===== config.mk =====
export PLATFORM = sky130hd
export DESIGN_NAME = bserializer
export DESIGN_NICKNAME = d
export VERILOG_FILES = /design/src/rtl/bserializer.sv
export SDC_FILE = /design/constraint.sdc
export NUM_CORES = 1
export LEC_CHECK = 0
export ABC_AREA = 0
export CAP_MARGIN = 10
export CORE_MARGIN = 2
export CORE_UTILIZATION = 35
export CTS_CLUSTER_DIAMETER = 40
export DETAILED_ROUTE_END_ITERATION = 10
export SETUP_SLACK_MARGIN = 0.1
export SYNTH_ARGS = -nofsm -noshare
export SYNTH_HDL_FRONTEND = slang
export SYNTH_SLANG_ARGS = --single-unit

===== constraint.sdc =====
create_clock -name clk -period 2.08 [get_ports clk]
set_input_delay 0.312 -clock clk [delete_from_list [all_inputs] [get_ports clk]]
set_output_delay 0.312 -clock clk [all_outputs]
set_load 0.05 [all_outputs]

===== src/rtl/bserializer.sv =====
// Parallel-to-serial converter with a one-word hold register so back-to-back words stream without gaps.
// Define BSERIALIZER_LSB_FIRST_EN for LSB-first output; the default is MSB first.
module bserializer #(
  parameter int BITS = 32
) (
  input  logic            clk,
  input  logic            reset,
  input  logic            i_sclr,
  input  logic            i_en,
  input  logic            i_load_valid,
  input  logic [BITS-1:0] i_data,
  output logic            o_load_ready,
  output logic            o_dat,
  output logic            o_dvalid,
  output logic            o_last,
  output logic            o_busy
);

  localparam int CW = (BITS > 2) ? $clog2(BITS) : 1;
  localparam logic [CW-1:0] LAST = CW'(BITS - 1);

  typedef enum logic {IDLE = 1'b0, SHIFT = 1'b1} state_t;

  state_t          state_q, state_d;
  logic [CW-1:0]   cnt_q, cnt_d;
  logic [BITS-1:0] shreg_q, shreg_d;
  logic [BITS-1:0] hold_q, hold_d;
  logic            hold_full_q, hold_full_d;
  logic [BITS-1:0] shreg_shift;
  logic            out_bit;
  logic            accept;
  logic            final_tick;

  assign accept     = i_load_valid & ~hold_full_q;
  assign final_tick = (state_q == SHIFT) && i_en && (cnt_q == LAST);

`ifdef BSERIALIZER_LSB_FIRST_EN
  assign shreg_shift = {1'b0, shreg_q[BITS-1:1]};
  assign out_bit     = shreg_q[0];
`else
  assign shreg_shift = {shreg_q[BITS-2:0], 1'b0};
  assign out_bit     = shreg_q[BITS-1];
`endif

  always_ff @(posedge clk or posedge reset) begin
    if (reset) begin
      state_q     <= IDLE;
      cnt_q       <= '0;
      shreg_q     <= '0;
      hold_q      <= '0;
      hold_full_q <= 1'b0;
    end else begin
      state_q     <= state_d;
      cnt_q       <= cnt_d;
      shreg_q     <= shreg_d;
      hold_q      <= hold_d;
      hold_full_q <= hold_full_d;
    end
  end

  always_comb begin
    state_d = state_q;
    if (i_sclr) begin
      state_d = IDLE;
    end else begin
      case (state_q)
        IDLE:    if (accept) state_d = SHIFT;
        SHIFT:   if (final_tick && !hold_full_q && !accept) state_d = IDLE;
        default: state_d = IDLE;
      endcase
    end
  end

  // Datapath next state; an accept on the final-bit edge with hold empty bypasses the hold register.
  always_comb begin
    cnt_d       = cnt_q;
    shreg_d     = shreg_q;
    hold_d      = hold_q;
    hold_full_d = hold_full_q;
    if (i_sclr) begin
      cnt_d       = '0;
      shreg_d     = '0;
      hold_d      = '0;
      hold_full_d = 1'b0;
    end else if (state_q == IDLE) begin
      if (accept) begin
        shreg_d = i_data;
        cnt_d   = '0;
      end
    end else if (final_tick) begin
      cnt_d = '0;
      if (hold_full_q) begin
        shreg_d     = hold_q;
        hold_d      = '0;
        hold_full_d = 1'b0;
      end else if (accept) begin
        shreg_d = i_data;
      end else begin
        shreg_d = '0;
      end
    end else begin
      if (i_en) begin
        shreg_d = shreg_shift;
        cnt_d   = cnt_q + CW'(1);
      end
      if (accept) begin
        hold_d      = i_data;
        hold_full_d = 1'b1;
      end
    end
  end

  always_comb begin
    o_dvalid     = (state_q == SHIFT);
    o_dat        = 1'b0;
    o_last       = 1'b0;
    if (state_q == SHIFT) begin
      o_dat  = out_bit;
      o_last = (cnt_q == LAST);
    end
    o_busy       = (state_q == SHIFT) | hold_full_q;
    o_load_ready = ~hold_full_q;
  end

endmodule


==> results_dict.tcl <==
set metrics [dict create \
    root_buffer "clkbuf_8" \
    placement.io_buffers 41 \
    synthDominantCellAreaShare 0.467 \
    drc 0 \
    vias 3092 \
    cell_internal_pwr_uw 2570 \
    synthesis.nets 380 \
    vias_per_cell 5.82 \
    crit_arrival_ps 1670 \
    synth_most_common_cell "dfrtp_1" \
    routabilityCongestion 0.781 \
    n_antenna_cell 0 \
    power_frac_comb 0.180 \
    dieWidth_um 108 \
    postPlaceCellArea_um2 4420 \
    number_of_synthesized_flops_with_an_enable_pin 0 \
    cp-startpoint "cnt_q[1]" \
    post-route-cell-area_um2 4770 \
    clockBufferDepth 2 \
    hold_path.startpoint "i_sclr" \
    setup_total_negative_slack_ps 0 \
    timing.max_cap.violations 0 \
    clock_tree.htree_level_count 3 \
    post_synth_inst_count 341 \
    grt_first_pass_wirelength_um 16800 \
    cts_inserted_buffers 9 \
    setup_repair_after_global_routing_missed_its_margin "yes" \
    insertion_delay_ps 370 \
    clk_pin_slew_ps 80 \
    min_period_over_period 0.955 \
    io_pins 42 \
    synthDominantAreaCellType "dfrtp_1" \
    postRouteWirelength_um 10200 \
    worstHoldPathType "input port to register" \
    total_buffers_and_inverters_traversed_by_the_critical_path 2 \
    switching_share 0.274 \
    critical_path.top_delay_family "flip-flops" \
    static-leakage-power_uw 0.00213 \
    cts_tree "built" \
    worst_clock_skew_ps 8.56 \
    worstPathRequired_ps 1770 \
    clock-sinks 71 \
    worst_tran_pin_value_ps 511 \
    achievable-frequency_ghz 0.503 \
    timing.setup.critical_path_class "register to output pin" \
    startpoint_of_the_lowest_slack_register_to_register_path "cnt_q[1]" \
    dp_hpwl_um 6010 \
    crit_chain "ha_2 -> and3_4 -> ha_4 -> buf_6 -> and2_4 -> buf_12" \
    antenna_found_initial 0 \
    area.sequential_um2 1780 \
    power_frac_clock 0.389 \
    maximum_number_of_pins_on_one_net_before_global_route_repair 72 \
    postSynth.topFlopCell "dfrtp_1" \
    finalSetupViolations 0 \
    synth.yosys.warnings 0 \
    synth_area_um2 3800 \
    layout.nets 425 \
    timing_hold_violations_final 0 \
    highest_ir_drop_seen_on_vdd_mv 0.762 \
    timing.critical_path.from_type "register" \
    multi_input_comb_area_um2 1810 \
    syn_area_per_cell_um2 11.2 \
    overflow 0 \
    cts_hold_buffers_added 0 \
    slowest_delay_ps 390 \
    postSynth.asyncResetShare 1.00 \
    floorplan.die_area_um2 11700 \
    drt_first_pass_iters 4 \
    postLayoutCoreUtil 0.446 \
    slew_headroom 0.660 \
    cpMaxStageDelayCell "dfrtp_1" \
    synth.top_cells.by_count "71 x dfrtp_1, 37 x nand2_1, 32 x a21oi_1, 32 x a22o_1, 32 x nor2_1" \
    worstPathMaxFanout 2 \
    rows 38 \
    power.sequential.fraction 0.432 \
    netSwitchingPower_uw 968 \
    first_global_vias 3242 \
    dieHeight_um 108 \
    routed_wire_length_per_instance_um 19.3 \
    ys_top_cells_by_area "dfrtp_1 47%, o41ai_2 13%, a22o_1 7.4%" \
    seq_area_frac_synth 0.467 \
    pwr_density_cell_nw_per_um2 741 \
    design.core.area_um2 10700 \
    global_route.usage.total 0.186 \
    finalWorstPathRequiredPeriod_ps 1990 \
    maxSlewViolCount 0 \
    fillCellCount 1000 \
    critical_path.endpoint_type "output pin" \
    yosys_register_bits 71 \
    starting_density_of_the_core 0.355 \
    area.growth.synth_to_final_pct 25.4 \
    run_status "completed" \
    antenna_violating_nets_post_route 0 \
    drt_iter0_drcs 213 \
    yosysUniqueCellTypes 37 \
    layout_cells_sized_above_1 0.253 \
]
[cells by family (layout without fill, tap and decap cells)]
| group | Yosys count | in the layout | share of synthesized area |
|---|---|---|---|
| buffers and inverters | 42 | 91 | 0.0750 |
| multiplexers | 1 | 1 | 0.00263 |
| flip-flops | 71 | 71 | 0.467 |
| adder cells (fa/ha/maj) | 2 | 2 | 0.00658 |
| AND/OR/NAND/NOR | 85 | 86 | 0.105 |
| AO/OA/AOI/OAI | 140 | 140 | 0.343 |
[power groups by stage]
stage	clock network, µW	logic [µW]	registers, µW
detailed placement	0	628	1550
floorplan	0	391	1540
CTS	1400	634	1520
global route	1470	687	1540
finish	1370	635	1520
global placement	0	616	1550
[cell type report]
| type | instances | area share |
|---|---|---|
| multi-input combinational | 229 | 0.379 |
| clock buffer | 10 | 0.0289 |
| clock inverter | 6 | 0.0226 |
| timing repair buffer | 70 | 0.155 |
| tap | 140 | 0.0367 |
| inverter | 5 | 0.00472 |
| sequential | 71 | 0.373 |
[cell usage in the layout, fill, tap and decap left out, types with 2 or more instances in the layout]
cell and count:
dfrtp_1 71, bufinv_16 3, o31ai_1 2, inv_1 4, buf_12 10, and2_1 2
o41ai_2 31, clkdlybuf4s50_1 35, clkinvlp_4 2, nor2_1 32, clkbuf_8 10, nand2_8 2
nand2_1 37, a21oi_1 32, o21ai_0 6, a22o_1 32, buf_4 23, a221oi_1 31
nor3_4 2, clkinv_2 2
[final timing paths]
kind                          endpoint  slack (ps)  cells past startpoint
max                             o_last          90                      6
min                           o_dvalid         380                      2
max reg2reg                  hold_q[9]         110                      9
min reg2reg                shreg_q[31]         480                      2
max in group asynchronous   hold_q[22]        1370                      3
min in group asynchronous     cnt_q[2]         390                      3
[worst reg2reg max path, delay by kind of cell, from the launching register on]
family,cells,cell delay (ps)
flip-flops,1,390
adder cells (fa/ha/maj),2,340
buffers and inverters,2,330
AO/OA/AOI/OAI,2,300
AND/OR/NAND/NOR,2,280
multiplexers,1,230
[timing repair]
| item | in CTS | in global routing |
|---|---|---|
| pin swaps | 1 | 1 |
| endpoints found under the setup margin | 24 | 60 |
| resized for setup | 6 | 5 |
| cloned | 0 | 1 |
| setup buffers | 5 | 0 |
[layer usage]
| metal | part of all wire | track usage | wire length (µm) | up-vias |
|---|---|---|---|---|
| li1 | - | - | - | 1405 |
| met1 | 0.46 | 0.248 | 4690 | 1572 |
| met2 | 0.48 | 0.293 | 4870 | 100 |
| met3 | 0.052 | 0.0458 | 537 | 15 |
| met4 | 0.014 | 0.0723 | 142 | 0 |
| met5 | 0 | 0 | 0 | - |
[state kept, by name, summed over array words and instances, names as in the netlist]
name and cells:
hold_q 32, o_dvalid 1, hold_full_q 1, shreg_q 32, cnt_q 5
[metrics by stage]
stage                     power, µW  cells  worst slack [ps]  hold WS (ps)
after floorplan                1930    341               110           437
after global placement         2160    509               131           460
after detailed placement       2180    509              61.8           460
final                          3530    531              93.0           385
after global routing           3690    531              23.4           406
after CTS                      3560    530              76.9           369
(Power assumes the default switching activity.)
